`config.mk`:
```
export PLATFORM = sky130hd
export DESIGN_NAME = xover_coeff_ctrl
export DESIGN_NICKNAME = d
export VERILOG_FILES = /design/src/rtl/xover_coeff_ctrl.sv
export SDC_FILE = /design/constraint.sdc
export NUM_CORES = 1
export LEC_CHECK = 0
export ABC_AREA = 0
export CORE_UTILIZATION = 25
export CTS_BUF_LIST = sky130_fd_sc_hd__clkbuf_4 sky130_fd_sc_hd__clkbuf_8
export CTS_CLUSTER_DIAMETER = 150
export CTS_CLUSTER_SIZE = 14
export DETAILED_ROUTE_END_ITERATION = 6
export PLACE_DENSITY_LB_ADDON = 0.3
export REMOVE_ABC_BUFFERS = 1
export SLEW_MARGIN = 10
export SYNTH_ARGS = -nofsm -noshare
export SYNTH_HDL_FRONTEND = slang
export SYNTH_SLANG_ARGS = --single-unit
export TNS_END_PERCENT = 30
```
`constraint.sdc`:
```
create_clock -name i_mck -period 5.3 [get_ports i_mck]
set_input_delay 0.795 -clock i_mck [delete_from_list [all_inputs] [get_ports i_mck]]
set_output_delay 0.795 -clock i_mck [all_outputs]
set_load 0.05 [all_outputs]
```
`src/rtl/xover_coeff_ctrl.sv`:
```
// Coefficient shadow/active bank controller and sample-valid re-timer for the stereo crossover.
// Optional shadow readback port is enabled by defining XOVER_COEFF_READBACK_EN.
module xover_coeff_ctrl #(
  parameter int NBITS = 32,
  parameter int CNT_W = 8
) (
  input  logic             i_mck,
  input  logic             i_rstn,
  input  logic             i_wr_en,
  input  logic [3:0]       i_wr_addr,
  input  logic [NBITS-1:0] i_wr_data,
  input  logic             i_commit,
  input  logic             i_sample_valid,
  input  logic             i_busy_l,
  input  logic             i_busy_r,
`ifdef XOVER_COEFF_READBACK_EN
  input  logic [3:0]       i_rd_addr,
  output logic [NBITS-1:0] o_rd_data,
`endif
  output logic             o_sample_valid,
  output logic [NBITS-1:0] o_lp_a0,
  output logic [NBITS-1:0] o_lp_a1,
  output logic [NBITS-1:0] o_lp_a2,
  output logic [NBITS-1:0] o_lp_b1,
  output logic [NBITS-1:0] o_lp_b2,
  output logic [NBITS-1:0] o_hp_a0,
  output logic [NBITS-1:0] o_hp_a1,
  output logic [NBITS-1:0] o_hp_a2,
  output logic [NBITS-1:0] o_hp_b1,
  output logic [NBITS-1:0] o_hp_b2,
  output logic             o_commit_pending,
  output logic             o_commit_done,
  output logic             o_wr_reject,
  output logic             o_coeff_valid,
  output logic [CNT_W-1:0] o_swap_count
);

  typedef enum logic [1:0] {
    ST_IDLE    = 2'd0,
    ST_PENDING = 2'd1,
    ST_SWAP    = 2'd2
  } state_t;

  localparam int NCOEF = 10;

  state_t           state_q, state_d;
  logic [NBITS-1:0] shadow_q [NCOEF];
  logic [NBITS-1:0] shadow_d [NCOEF];
  logic [NBITS-1:0] active_q [NCOEF];
  logic [NBITS-1:0] active_d [NCOEF];
  logic             sv_q, sv_d;
  logic             v_d2_q, v_d2_d;
  logic             pending_q, pending_d;
  logic             done_q, done_d;
  logic             reject_q, reject_d;
  logic             valid_q, valid_d;
  logic [CNT_W-1:0] count_q, count_d;
  logic             quiet;
  logic             wr_ok;

  // Commit handshake: i_commit is a one-cycle request taken only in IDLE; o_commit_pending
  // holds from acceptance until the swap cycle, in which o_commit_done pulses for one cycle.
  always_comb begin
    sv_d      = i_sample_valid;
    v_d2_d    = sv_q;
    quiet     = !i_sample_valid && !sv_q && !v_d2_q && !i_busy_l && !i_busy_r;
    wr_ok     = i_wr_en && (state_q == ST_IDLE) && (i_wr_addr <= 4'd9);
    reject_d  = i_wr_en && !wr_ok;
    shadow_d  = shadow_q;
    active_d  = active_q;
    state_d   = state_q;
    pending_d = pending_q;
    done_d    = 1'b0;
    valid_d   = valid_q;
    count_d   = count_q;
    for (int i = 0; i < NCOEF; i++) begin
      if (wr_ok && (i_wr_addr == 4'(i))) shadow_d[i] = i_wr_data;
    end
    case (state_q)
      ST_IDLE: begin
        if (i_commit) begin
          state_d   = ST_PENDING;
          pending_d = 1'b1;
        end
      end
      // The swap edge: outputs of the SWAP cycle already carry the new set.
      ST_PENDING: begin
        if (quiet) begin
          state_d   = ST_SWAP;
          active_d  = shadow_q;
          done_d    = 1'b1;
          valid_d   = 1'b1;
          count_d   = count_q + CNT_W'(1);
          pending_d = 1'b0;
        end
      end
      ST_SWAP: state_d = ST_IDLE;
      default: state_d = ST_IDLE;
    endcase
  end

  always_ff @(posedge i_mck or negedge i_rstn) begin
    if (!i_rstn) begin
      state_q   <= ST_IDLE;
      sv_q      <= 1'b0;
      v_d2_q    <= 1'b0;
      pending_q <= 1'b0;
      done_q    <= 1'b0;
      reject_q  <= 1'b0;
      valid_q   <= 1'b0;
      count_q   <= '0;
      for (int i = 0; i < NCOEF; i++) begin
        shadow_q[i] <= '0;
        active_q[i] <= '0;
      end
    end else begin
      state_q   <= state_d;
      sv_q      <= sv_d;
      v_d2_q    <= v_d2_d;
      pending_q <= pending_d;
      done_q    <= done_d;
      reject_q  <= reject_d;
      valid_q   <= valid_d;
      count_q   <= count_d;
      shadow_q  <= shadow_d;
      active_q  <= active_d;
    end
  end

`ifdef XOVER_COEFF_READBACK_EN
  logic [NBITS-1:0] rd_data_q, rd_data_d;

  always_comb begin
    rd_data_d = '0;
    for (int i = 0; i < NCOEF; i++) begin
      if (i_rd_addr == 4'(i)) rd_data_d = shadow_q[i];
    end
  end

  always_ff @(posedge i_mck or negedge i_rstn) begin
    if (!i_rstn) rd_data_q <= '0;
    else         rd_data_q <= rd_data_d;
  end

  assign o_rd_data = rd_data_q;
`endif

  assign o_sample_valid   = sv_q;
  assign o_lp_a0          = active_q[0];
  assign o_lp_a1          = active_q[1];
  assign o_lp_a2          = active_q[2];
  assign o_lp_b1          = active_q[3];
  assign o_lp_b2          = active_q[4];
  assign o_hp_a0          = active_q[5];
  assign o_hp_a1          = active_q[6];
  assign o_hp_a2          = active_q[7];
  assign o_hp_b1          = active_q[8];
  assign o_hp_b2          = active_q[9];
  assign o_commit_pending = pending_q;
  assign o_commit_done    = done_q;
  assign o_wr_reject      = reject_q;
  assign o_coeff_valid    = valid_q;
  assign o_swap_count     = count_q;

endmodule

```
# Word-level counts from Yosys, hierarchy flattened
# Index checks and enable logic that the tools add are counted.
dict set report totals {
  out_inout_bits 333
  register_bits 656
  elab_cells 79
}
dict set report classes {
  mux 8
  add_sub_neg 1
  reduce_logical 29
  eq_ne 12
  n_lt_le_gt_ge 1
}
# op count
set ops {}
lappend ops {{1-bit logical AND} 17}
lappend ops {{4-bit by 3-bit == test with 1-bit output, second input constant} 4}
lappend ops {{8-bit by 1-bit adder with 8-bit output, second input constant} 1}
lappend ops {{4-bit by 2-bit == test with 1-bit output, second input constant} 2}
lappend ops {{4-bit == test, second input constant} 2}
lappend ops {{1-bit zero test} 6}
lappend ops {{4-bit by 1-bit == test with 1-bit output, second input constant} 1}
lappend ops {{4-bit less-or-equal comparator, second input constant} 1}
lappend ops {{4-bit zero test} 1}
lappend ops {{1-bit 2-to-1 mux} 4}
lappend ops {{2-bit 2-to-1 mux} 2}
lappend ops {{2-bit != test, second input constant} 2}
lappend ops {{2-bit case mux with 2 select lines} 1}
lappend ops {{2-bit AND reduction} 2}
lappend ops {{3-bit AND reduction} 1}
lappend ops {{2-bit by 1-bit == test with 1-bit output, second input constant} 1}
lappend ops {{2-bit zero test} 1}
lappend ops {{1-bit case mux with 2 select lines} 1}
lappend ops {{2-bit nonzero test} 1}

# Longest topological paths before layout
# Gate-level depths: netlist (run 1).
dict set report logic_depth {
  ltp_word 7
  mapped_depth 7
  ltp_nobuf 5
}

# Worst setup path after synthesis (run 1)
# Ideal clock, no wire load.
dict set report synth_timing {
  path_kind {input to register}
  from {input i_wr_addr[2]}
  to {register shadow_q[193] (netlist bit)}
  t_arrival_ns 1.946
  path_stages 6
  setup_slack_ns 3.230
  cell_sequence {nor4b_4 and2b_1 and3_1 buf_4 buf_6 mux2_2}
}
dict set report synth_via {
  elab_chain_cells 3
  elab_cells_between_ends 4
  classes_between {order compare (1); eq/ne (1); reduce/logical (2)}
}
# item line_no
set synth_lines {}
lappend synth_lines {{start: declaration} 10} ;# input logic [3:0] i_wr_addr,
lappend synth_lines {{4-bit less-or-equal comparator} 67} ;# wr_ok = i_wr_en && (state_q == ST_IDLE) && (i_wr_addr <= 4'd9);
lappend synth_lines {{1-bit logical AND} 67}
lappend synth_lines {{1-bit logical AND (*)} 77} ;# if (wr_ok && (i_wr_addr == 4'(i))) shadow_d[i] = i_wr_data;
lappend synth_lines {{end signal: assignment} 125} ;# shadow_q <= shadow_d;
lappend synth_lines {{end: declaration} 47} ;# logic [NBITS-1:0] shadow_q [NCOEF];
# Mark *: on every way between the ends. The rest lies on a longest branch, timed or not.
# A chain may end at the register's enable or synchronous reset.

# Worst setup path in the final report (run 1)
dict set report layout_timing {
  from {input i_wr_addr[2]}
  to {register shadow_q[223] (netlist bit)}
}
# The elaborated chain is that of the path after synthesis.

==> results of run 1 <==
## cell usage in the layout, fill, tap and decap left out, drive strengths merged, types with 2 or more instances in the layout
cell / instances
and3: 2
dfrtp: 656
mux2: 320
clkdlybuf4s50: 374
xnor2: 4
nand4: 3
nor2: 5
buf: 30
nor3: 4
nor2b: 2
nand2: 972
inv: 4
a21oi: 2
clkbuf: 54
nand3: 5
xor2: 3
## how the worst max path moves through the flow
| stage | end | start |
|---|---|---|
| floorplan | o_swap_count[3]$_DFFE_PN0P_ | i_sample_valid |
| global placement | shadow_q[65]$_DFFE_PN0P_ | i_wr_addr[3] |
| detailed placement | shadow_q[194]$_DFFE_PN0P_ | i_wr_addr[2] |
| CTS | o_swap_count[0] | o_swap_count[0]$_DFFE_PN0P_ |
| global route | shadow_q[273]$_DFFE_PN0P_ | state_q[0]$_DFFE_PN0P_ |
| finish | shadow_q[223]$_DFFE_PN0P_ | i_wr_addr[2] |
## sequential cells by signal, indices dropped and copies added, names as in the netlist, 32 cells and up
register and count:
o_hp_b1 32, o_hp_a2 32, o_lp_a1 32, o_hp_b2 32
o_lp_b1 32, o_hp_a0 32, o_lp_a2 32, shadow_q 320
o_lp_b2 32, o_lp_a0 32, o_hp_a1 32
## final cells by class
| type | instances | area [µm²] |
|---|---|---|
| Fill cell | 9896 | 66700 |
| Clock buffer | 54 | 743 |
| Inverter | 4 | 22.5 |
| Sequential cell | 656 | 16400 |
| Multi-Input combinational cell | 1332 | 7570 |
| Antenna cell | 1 | 2.50 |
| Timing Repair Buffer | 404 | 4060 |
| Tap cell | 1276 | 1600 |
## critical path, cell delays in order
cell and delay, ns:
clkdlybuf4s50_1 0.47, nor4b_4 0.40, and2b_1 0.27, and3_2 1.01, mux2_2 0.42
## layer usage
metal | part of all wire | track usage | wire length (µm)
met1 | 0.48 | 0.194 | 31800
met2 | 0.46 | 0.204 | 30400
met3 | 0.050 | 0.0279 | 3310
met4 | 0.013 | 0.0249 | 866
met5 | 0 | 0 | 0
## report_power, final
part	total (mW)	internal [mW]	leakage (nW)	switching (mW)
clock network	2.55	0.907	0.388	1.65
logic	1.93	0.678	6.07	1.25
registers	5.78	5.48	8.96	0.300
total	10.3	7.06	15.4	3.20
## metrics by stage
stage                     total power, mW  std cells
after floorplan                      7.00       1992
after global placement               7.82       3672
after detailed placement             7.84       3672
after CTS                            10.5       3726
after global routing                 10.8       3726
final                                10.3       3727
## logic make-up (layout without fill, tap and decap cells)
kind of cell | after synthesis | count (layout) | synth area share
other | 0 | 1 | 0
buffers and inverters | 141 | 462 | 0.0285
adders and majority gates | 1 | 1 | 0.000508
AOI/OAI and AO/OA | 5 | 5 | 0.00127
DFF | 656 | 656 | 0.666
muxes | 320 | 320 | 0.146
xor gates and xnor gates | 7 | 7 | 0.00249
and+or+nand+nor | 999 | 999 | 0.155
==> results.json, run 1 <==
{
  "fmax_mhz": 350,
  "track_usage": 0.133,
  "worst_ep_required_time_ns": 5.85,
  "skew_ns": 0.0339,
  "outcome": "complete, no violations",
  "ant_nets": 0,
  "timing.rr.start": "state_q[1]$_DFFE_PN0P_",
  "syn_inst": 2129,
  "wire_per_inst_um": 17.8,
  "dp_slack_ns": 1.71,
  "ctsResizeCount": 0,
  "num_rows": 114,
  "start_util": 0.254,
  "worst-setup-path-type": "in2reg",
  "worstRegToRegCells": 4,
  "worst_ir_drop_vdd_mv": 0.147,
  "synthTopCellsByArea": "dfrtp_1 67%, nand2_1 15%, mux2_2 14%",
  "core_region_area_um2": 97100,
  "reg2reg_to": "shadow_q[223]$_DFFE_PN0P_",
  "setup_tns_ns": 0,
  "power_density_nw_per_um2": 337,
  "worst-path-max-fanout": 32,
  "root_buffer": "clkbuf_8",
  "avgSynthCellArea_um2": 11.6,
  "setup_violations": 0,
  "die_h_um": 316,
  "drtIter0Drc": 876,
  "num_vias": 15700,
  "cts_buffers": 52,
  "worst-r2r-setup-slack_ns": 2.49,
  "fin_ws_ns": 2.44,
  "synth_commonest_cells": "972 x nand2_1, 656 x dfrtp_1, 316 x mux2_2",
  "cap_viol_max_count": 0,
  "htreeDepth": 2,
  "grt_antenna_before_repair": 2,
  "utilization": 0.313,
  "place_area_um2": 29700,
  "hold_buffers": 0,
  "rsz0062_at_grt": "false",
  "cp-start-kind": "input port",
  "async_flop_share": 1.00,
  "grt_max_degree": 166,
  "cts_tree": "done",
  "drc": 0,
  "drive_above_1_share": 0.168,
  "nets": 2494,
  "grt_overflow": 0,
  "cts.clk_slew.worst_paths_ns": 0.10,
  "routed_via_density": 4.22,
  "drtPass1Iterations": 5,
  "synth-seq-cells": 656,
  "portBuffers": 375,
  "synth_top_cell_by_area": "dfrtp_1",
  "synth.distinct_cells": 31,
  "postCtsSetupBuffers": 0,
  "grt_pass1_wl_um": 102000,
  "holdWs_ns": 0.138,
  "dieArea_um2": 99800,
  "clk_path_buf_depth": 3,
  "area_delta_synth_final_pct": 23.4,
  "cts_sinks": 656,
  "dp_hpwl_um": 40200,
  "hp-class": "in2async",
  "fin_crit_ns": 2.86,
  "yosysMostFrequentCell": "nand2_1",
  "synthFlopType": "dfrtp_1",
  "ys_warn_count": 0,
  "slew_headroom": 0.194,
  "drt-total-wl_um": 66300,
  "grt_pass1_vias": 15800,
  "synth_edf_count": 0,
  "stdcell_area_um2": 30400,
  "insertion_delay_ns": 0.69,
  "hold_viol": 0,
  "die_w_um": 316,
  "num_io_pins": 376,
  "gp_congestion": 0.705,
  "synth_top_cell_area_share": 0.666,
  "slew_viol_final": 0,
  "critPathArrivalTime_ns": 3.40,
  "yosysSeqAreaShare": 0.666,
  "fin_crit_sh": 0.539,
  "p_leak_nw": 15.4,
  "synth_area_um2": 24600,
  "crit_path_end_kind": "flip-flop",
  "tightest_slew_ns": 1.21
}
Note: power is estimated with default switching activity, not from simulation.
==> run 2, diff against run 1 <==
==> constraint.sdc (replaced) <==
create_clock -name i_mck -period 2.35 [get_ports i_mck]
set_input_delay 0.3525 -clock i_mck [delete_from_list [all_inputs] [get_ports i_mck]]
set_output_delay 0.3525 -clock i_mck [all_outputs]
set_load 0.05 [all_outputs]
==> run 2 against run 1 <==
  * First-iteration DRC count grew 8.2%
  * Register-to-register slack got worse by 2.2 ns
  * Via count rose by 1.5%
  * Power is 120% higher
  * Worst setup slack got worse by 2.3 ns
  * Non-clock buffer count rose by 64
  * Critical endpoint is now o_lp_a0[12]
==> results.json, run 2 (synthesis results as in run 1) <==
{
  "core_region_area_um2": 97100,
  "rsz0062_at_grt": "false",
  "drtIter0Drc": 948,
  "ant_nets": 0,
  "worst_ir_drop_vdd_mv": 0.367,
  "cpMaxStageDelayCell": "clkdlybuf4s50_1",
  "critPathArrivalTime_ns": 1.90,
  "dp_hpwl_um": 45300,
  "setup_tns_ns": 0,
  "num_io_pins": 376,
  "p_leak_nw": 16.6,
  "cts_sinks": 656,
  "grt_pass1_wl_um": 102000,
  "grt_pass1_vias": 16100,
  "largest_reg_flops": 320,
  "postCtsSetupBuffers": 0,
  "slew_headroom": 0.600,
  "gp_congestion": 0.730,
  "multi_input_area_um2": 7570,
  "cts.clk_slew.worst_paths_ns": 0.09,
  "cts_buffers": 52,
  "htreeDepth": 2,
  "fin_crit_sh": 0.959,
  "routed_via_density": 4.21,
  "fmax_mhz": 444,
  "final_common_cell": "nand2_1",
  "utilization": 0.322,
  "insertion_delay_ns": 0.69,
  "crit_path_end_kind": "primary output",
  "start_util": 0.254,
  "regArea_um2": 16400,
  "path_cells": "clkdlybuf4s50_1",
  "slew_viol_final": 0,
  "area_delta_synth_final_pct": 26.9,
  "cp-start-kind": "flip-flop",
  "track_usage": 0.133,
  "final_cell_mix": "967 x nand2_1, 656 x dfrtp_1, 316 x mux2_2",
  "largest-register": "shadow_q",
  "num_rows": 114,
  "drt-total-wl_um": 66800,
  "hold_viol": 0,
  "holdWs_ns": 0.158,
  "cap_viol_max_count": 0,
  "drc": 0,
  "nets": 2558,
  "slowest_delay_ns": 0.82,
  "fill_cells": 9997,
  "dieArea_um2": 99800,
  "grt_overflow": 0,
  "critical_path.top_delay_family": "buffers and inverters",
  "drtPass1Iterations": 4,
  "worst-setup-path-type": "reg2out",
  "root_buffer": "clkbuf_8",
  "worst_ep_required_time_ns": 2.00,
  "die_w_um": 316,
  "grt_max_degree": 106,
  "setup_violations": 0,
  "grt_antenna_before_repair": 2,
  "skew_ns": 0.0202,
  "worst-path-max-fanout": 2,
  "cp_num_buf_inv": 1,
  "outcome": "complete, no violations",
  "wire_per_inst_um": 17.6,
  "clk_path_buf_depth": 3,
  "drive_above_1_share": 0.189,
  "tightest_slew_ns": 0.602,
  "die_h_um": 316,
  "hp-class": "in2reg",
  "power_density_nw_per_um2": 738,
  "fin_crit_ns": 2.25,
  "cts_tree": "done",
  "num_vias": 16000,
  "portBuffers": 375
}
-- run 2: area by class of cell --
cell class / instances / area share
sequential: 656 / 0.525
multi-input combinational: 1332 / 0.242
timing repair buffer: 468 / 0.157
tap: 1276 / 0.0511
clock buffer: 54 / 0.0238
inverter: 4 / 0.000720
clock inverter: 2 / 0.000480
antenna: 5 / 0.000400
-- run 2: repair_timing --
item / CTS / global route
endpoints found under the hold margin: 377 / 0
hold buffers: 3 / 0
resized for setup: 112 / 9
setup endpoints to repair: 112 / 9
pin swaps: 0 / 0
-- run 2: stage by stage --
step	power, mW	area [µm²]	std cells	worst slack (ns)
5_1_grt	24.3	31300	3792	0.0000613
2_1_floorplan	15.8	24000	1992	-11.93
3_5_place_dp	17.8	30600	3733	0.0689
3_3_place_gp	17.7	30600	3733	0.0930
6_report	23.1	31300	3797	0.0971
4_1_cts	23.6	31200	3792	0.000849
-- run 2: path summary, 6_finish.rpt --
| path | cells past startpoint | end | startpoint | slack (ns) |
|---|---|---|---|---|
| setup / recovery | 1 | o_lp_a0[12] | o_lp_a0[12]$_DFFE_PN0P_ | 0.1 |
| hold / removal | 1 | o_sample_valid$_DFF_PN0_ | i_sample_valid | 0.16 |
| setup reg to reg | 5 | shadow_q[204]$_DFFE_PN0P_ | state_q[0]$_DFFE_PN0P_ | 0.32 |
| hold reg to reg | 0 | v_d2_q$_DFF_PN0_ | o_sample_valid$_DFF_PN0_ | 0.42 |
| max in group asynchronous | 5 | o_lp_b2[9]$_DFFE_PN0P_ | i_rstn | 0.85 |
| min in group asynchronous | 3 | o_swap_count[1]$_DFFE_PN0P_ | i_rstn | 0.63 |
-- run 2: metal layers --
metal  share of wire  GRT usage
met4           0.015     0.0265
met5         0.00018          0
met3           0.043     0.0246
met1            0.49      0.191
met2            0.46      0.209
-- run 2: power by group --
| part | switching, mW | total [mW] | internal, mW |
|---|---|---|---|
| Clock | 3.69 | 5.74 | 2.05 |
| Combinational | 2.84 | 4.30 | 1.47 |
| Sequential | 0.687 | 13.0 | 12.4 |
| Total | 7.21 | 23.1 | 15.9 |
==> run 3, diff against run 2 <==
--- a/config.mk
+++ b/config.mk
@@ -11,6 +11,7 @@
 export CTS_CLUSTER_DIAMETER = 150
 export CTS_CLUSTER_SIZE = 14
 export DETAILED_ROUTE_END_ITERATION = 6
+export GPL_TIMING_DRIVEN = 0
 export PLACE_DENSITY_LB_ADDON = 0.3
 export REMOVE_ABC_BUFFERS = 1
 export SLEW_MARGIN = 10
==> run 3 against run 2 <==
  * Core utilization down 0.090 points
  * Sequential cell count unchanged
  * Final area down 0.28%
==> results.json, run 3 (synthesis results as in run 1) <==
{
  "outcome": "complete, no violations",
  "met1Wirelength_um": 32000,
  "wire_per_inst_um": 18.6,
  "root_buffer": "clkbuf_8",
  "wl_met2_um": 32600,
  "fill_cells": 9966,
  "worst-path-max-fanout": 18,
  "crit_start": "state_q[0]$_DFFE_PN0P_",
  "num_io_pins": 376,
  "timing.rr.start": "state_q[0]$_DFFE_PN0P_",
  "largest_reg_flops": 320,
  "fmax_mhz": 439,
  "dp_hpwl_um": 42900,
  "place_area_um2": 30200,
  "drt-total-wl_um": 69800,
  "setup_tns_ns": 0,
  "fin_ws_ns": 0.0708,
  "final_common_cell": "nand2_1",
  "power_density_nw_per_um2": 737,
  "hold_end": "o_sample_valid$_DFF_PN0_",
  "stdcell_count": 3759,
  "regArea_um2": 16400,
  "cap_viol_max_count": 0,
  "nets": 2526,
  "cp-start-kind": "flip-flop",
  "critPathArrivalTime_ns": 2.86,
  "slew_headroom": 0.529,
  "cts_tree": "done",
  "routed_via_density": 4.25,
  "fin_crit_ns": 2.28,
  "multi_input_area_um2": 7640,
  "grt_pass1_vias": 16000,
  "gp_congestion": 0.712,
  "die_w_um": 316,
  "num_rows": 114,
  "worst-r2r-setup-slack_ns": 0.07,
  "track_usage": 0.138,
  "start_util": 0.254,
  "worstRegToRegCells": 5,
  "hold_viol": 0,
  "skew_ns": 0.0230,
  "core_region_area_um2": 97100,
  "slew_viol_final": 0,
  "insertion_delay_ns": 0.70,
  "cts_sinks": 656,
  "worst_ir_drop_vdd_mv": 0.486,
  "grt_pass1_wl_um": 104000,
  "dpl.cell_count": 3687,
  "grt_max_degree": 110,
  "clk_path_buf_depth": 3,
  "min-delay-start": "i_sample_valid",
  "reg2reg_to": "shadow_q[76]$_DFFE_PN0P_",
  "setup_violations": 0,
  "cts_buffers": 52,
  "ant_nets": 0,
  "drive_above_1_share": 0.180,
  "grt_overflow": 0,
  "dp_slack_ns": -1.41,
  "final_cell_mix": "967 x nand2_1, 654 x dfrtp_1, 307 x mux2_2",
  "largest-register": "shadow_q",
  "stdcell_area_um2": 31200,
  "num_vias": 16000,
  "area_delta_synth_final_pct": 26.5,
  "tightest_slew_ns": 0.710,
  "p_leak_nw": 17.5,
  "wl_met3_um": 4110,
  "rsz0062_at_grt": "true",
  "crit_path_end_kind": "flip-flop",
  "drc": 0,
  "dieArea_um2": 99800,
  "grt_antenna_before_repair": 0,
  "worst-setup-path-type": "reg2reg",
  "drtPass1Iterations": 4,
  "die_h_um": 316,
  "worst_ep_required_time_ns": 2.93,
  "whs_path_depth": 1,
  "cts.clk_slew.worst_paths_ns": 0.10,
  "drtIter0Drc": 849,
  "htreeDepth": 2,
  "top_layer": "met4",
  "finalPower_mw": 23.0,
  "portBuffers": 375,
  "hp-class": "in2reg",
  "fin_crit_sh": 0.970
}
run 3: changes by cell type in the layout (fill, tap and decap cells not counted), moves of 15 or more:
cell             change
buf_12              -33
buf_4               -38
buf_16              +15
dlygate4sd2_1       +80
buf_8               +15
clkdlybuf4s50_1    -116
dlymetal6s2s_1      +36
run 3: cell type report:
cell class,count,area share
flip-flops and latches,656,0.527
multi-input cells,1332,0.245
diodes,1,0.0000803
clock buffers,54,0.0238
well taps,1276,0.0512
inverters,4,0.00100
repair buffers,434,0.152
repair inverters,2,0.000562
run 3: worst max-delay path, stage by stage, from the launching register on:
cell     delay [ns]
dfrtp_2        0.50
nor2_1         0.14
and4b_2        0.36
and3_4         0.47
buf_12         0.26
mux2_2         0.36
run 3: what timing repair did:
| action | in CTS | in global routing |
|---|---|---|
| endpoints found under the setup margin | 589 | 326 |
| buffers inserted | 4 | 6 |
| endpoints found under the hold margin | 122 | 0 |
| hold buffers | 1 | 0 |
| pin swaps | 3 | 2 |
| resized for setup | 212 | 46 |
| gates cloned | 7 | 2 |
run 3: how the worst max path moves through the flow:
stage,to,slack (ns),cells after the start
2_1_floorplan,o_swap_count[3]$_DFFE_PN0P_,-11.93,5
3_3_place_gp,o_swap_count[3]$_DFFE_PN0P_,-31.03,6
3_5_place_dp,o_hp_b1[8]$_DFFE_PN0P_,-1.41,11
4_1_cts,shadow_q[279]$_DFFE_PN0P_,-0.12,5
5_1_grt,shadow_q[319]$_DFFE_PN0P_,-0.08,5
6_report,shadow_q[76]$_DFFE_PN0P_,0.07,5
run 3: through the flow:
step	hold WS, ns	utilization
after CTS	0.0261	0.319
after detailed placement	0.312	0.311
after floorplan	0.0569	-
after global routing	0.0592	0.321
after global placement	0.395	0.302
final	0.132	0.321
run 3: power breakdown:
group | leakage [nW] | internal [mW] | switching, mW
Combinational | 8.15 | 1.38 | 2.92
Clock | 0.388 | 2.05 | 3.71
Sequential | 8.96 | 12.4 | 0.570
Total | 17.5 | 15.8 | 7.20
run 3: layer usage:
metal	global-route usage	up-vias
met5	0	-
met4	0.0273	0
met3	0.0369	68
met2	0.224	305
met1	0.186	8177
li1	-	7425
==> variant (config.mk and constraints of run 3) <==
Add a define of `XOVER_COEFF_READBACK_EN`.
--- a/src/rtl/xover_coeff_ctrl.sv
+++ b/src/rtl/xover_coeff_ctrl.sv
@@ -1,4 +1,6 @@
 // Coefficient shadow/active bank controller and sample-valid re-timer for the stereo crossover.
 // Optional shadow readback port is enabled by defining XOVER_COEFF_READBACK_EN.
+`define XOVER_COEFF_READBACK_EN
+
 module xover_coeff_ctrl #(
   parameter int NBITS = 32,
Ports: changed (added i_rd_addr and o_rd_data); port bits go from 376 to 412. No check against the original RTL was run, so the function may have changed too.
==> variant against run 3 <==
Wire length rose by 40%. Synthesized area rose by 14%. The run now ends with setup timing left. Setup slack got worse by 0.37 ns. Worst hold slack improved by 0.067 ns. Design area rose by 23%. Sequential cell count rose by 32. Critical path type unchanged. Clock skew rose by 0.0052 ns. Global-route usage rose by 3.2 points. Sequential power rose by 7%. Total power rose by 14%. Via count rose by 14%. Count of clock-buffer cells in the layout rose by 6.
==> variant: results <==
[run_status]
status = "complete, but fails checks"
violations = "setup timing"

[sta]
slew_headroom_pct = 28.7
setup_viol = 270
finalSetupTns_ns = -37.02
finClkSkew_ns = 0.0281
fin_ws_ns = -0.297

[synth]
synth_compound_area_share_pct = 5.71
synthAdderAreaFrac_pct = 0.0445
yosysUniqueCellTypes = 49
yosys.area_share.xor_xnor_pct = 0.218
ys_seq_area_share_pct = 61.3
syn_inst = 1897

[route]
vias = 18200
top_layer = "met5"
met1_length_mm = 41.1
wire_per_inst_um = 25.4
drtPass1Iterations = 5
wl_mm = 97.9
wl_met3_mm = 6.73

[power]
finalPower_w = 0.0261
peakVddDrop_uv = 413
p_leak_nw = 22.2
netSwitchingFraction_pct = 32.3

[global_routing]
grt_util_met1_pct = 21.6
grtUsageMet3_pct = 4.42
grt_pass1_vias = 19800
antenna_found_initial = 4
grt_max_degree = 112
grt_pass1_wl_mm = 141

[layout]
final_net_count = 2414
drive_gt1_share_pct = 38.0

[critical_path]
slowest_stage = "or4_4"
critPathMaxFanout = 7
arrival_ns = 3.26

[cts]
cts_made_buffers = 55
post_cts.repair.setup_buffers = 69
clk_latency_ns = 0.74
cts_resized = 416

[place]
place_congestion = 0.729
io_buffer_count = 411
variant: cell count changes after synthesis, sizes merged, moves of 34 or more:
cell	change
a21o	+46
o21ai	+72
a222oi	+34
mux2i	+51
mux2	+326
clkbuf	+36
nand2	-938
variant: layout make-up:
cell class / count / area [um^2]
fill: 10800 / 72500
sequential: 688 / 17200
multi-input combinational: 1048 / 11200
timing repair buffer: 568 / 7290
tap: 1488 / 1860
clock buffer: 60 / 813
clock inverter: 2 / 60.1
inverter: 5 / 18.8
antenna: 1 / 2.50
variant: path summary, 6_finish.rpt:
kind	startpoint	endpoint	slack, ns	cells past startpoint
worst max-delay path	v_d2_q	o_hp_a1[28]	-0.30	12
worst min-delay path	i_rstn	shadow_q[227]	0.20	2
worst max register to register	v_d2_q	o_hp_a1[28]	-0.30	12
worst min register to register	o_sample_valid	v_d2_q	0.42	0
max in group asynchronous	i_rstn	shadow_q[54]	0.52	4
min in group i_mck	i_sample_valid	o_sample_valid	0.25	1
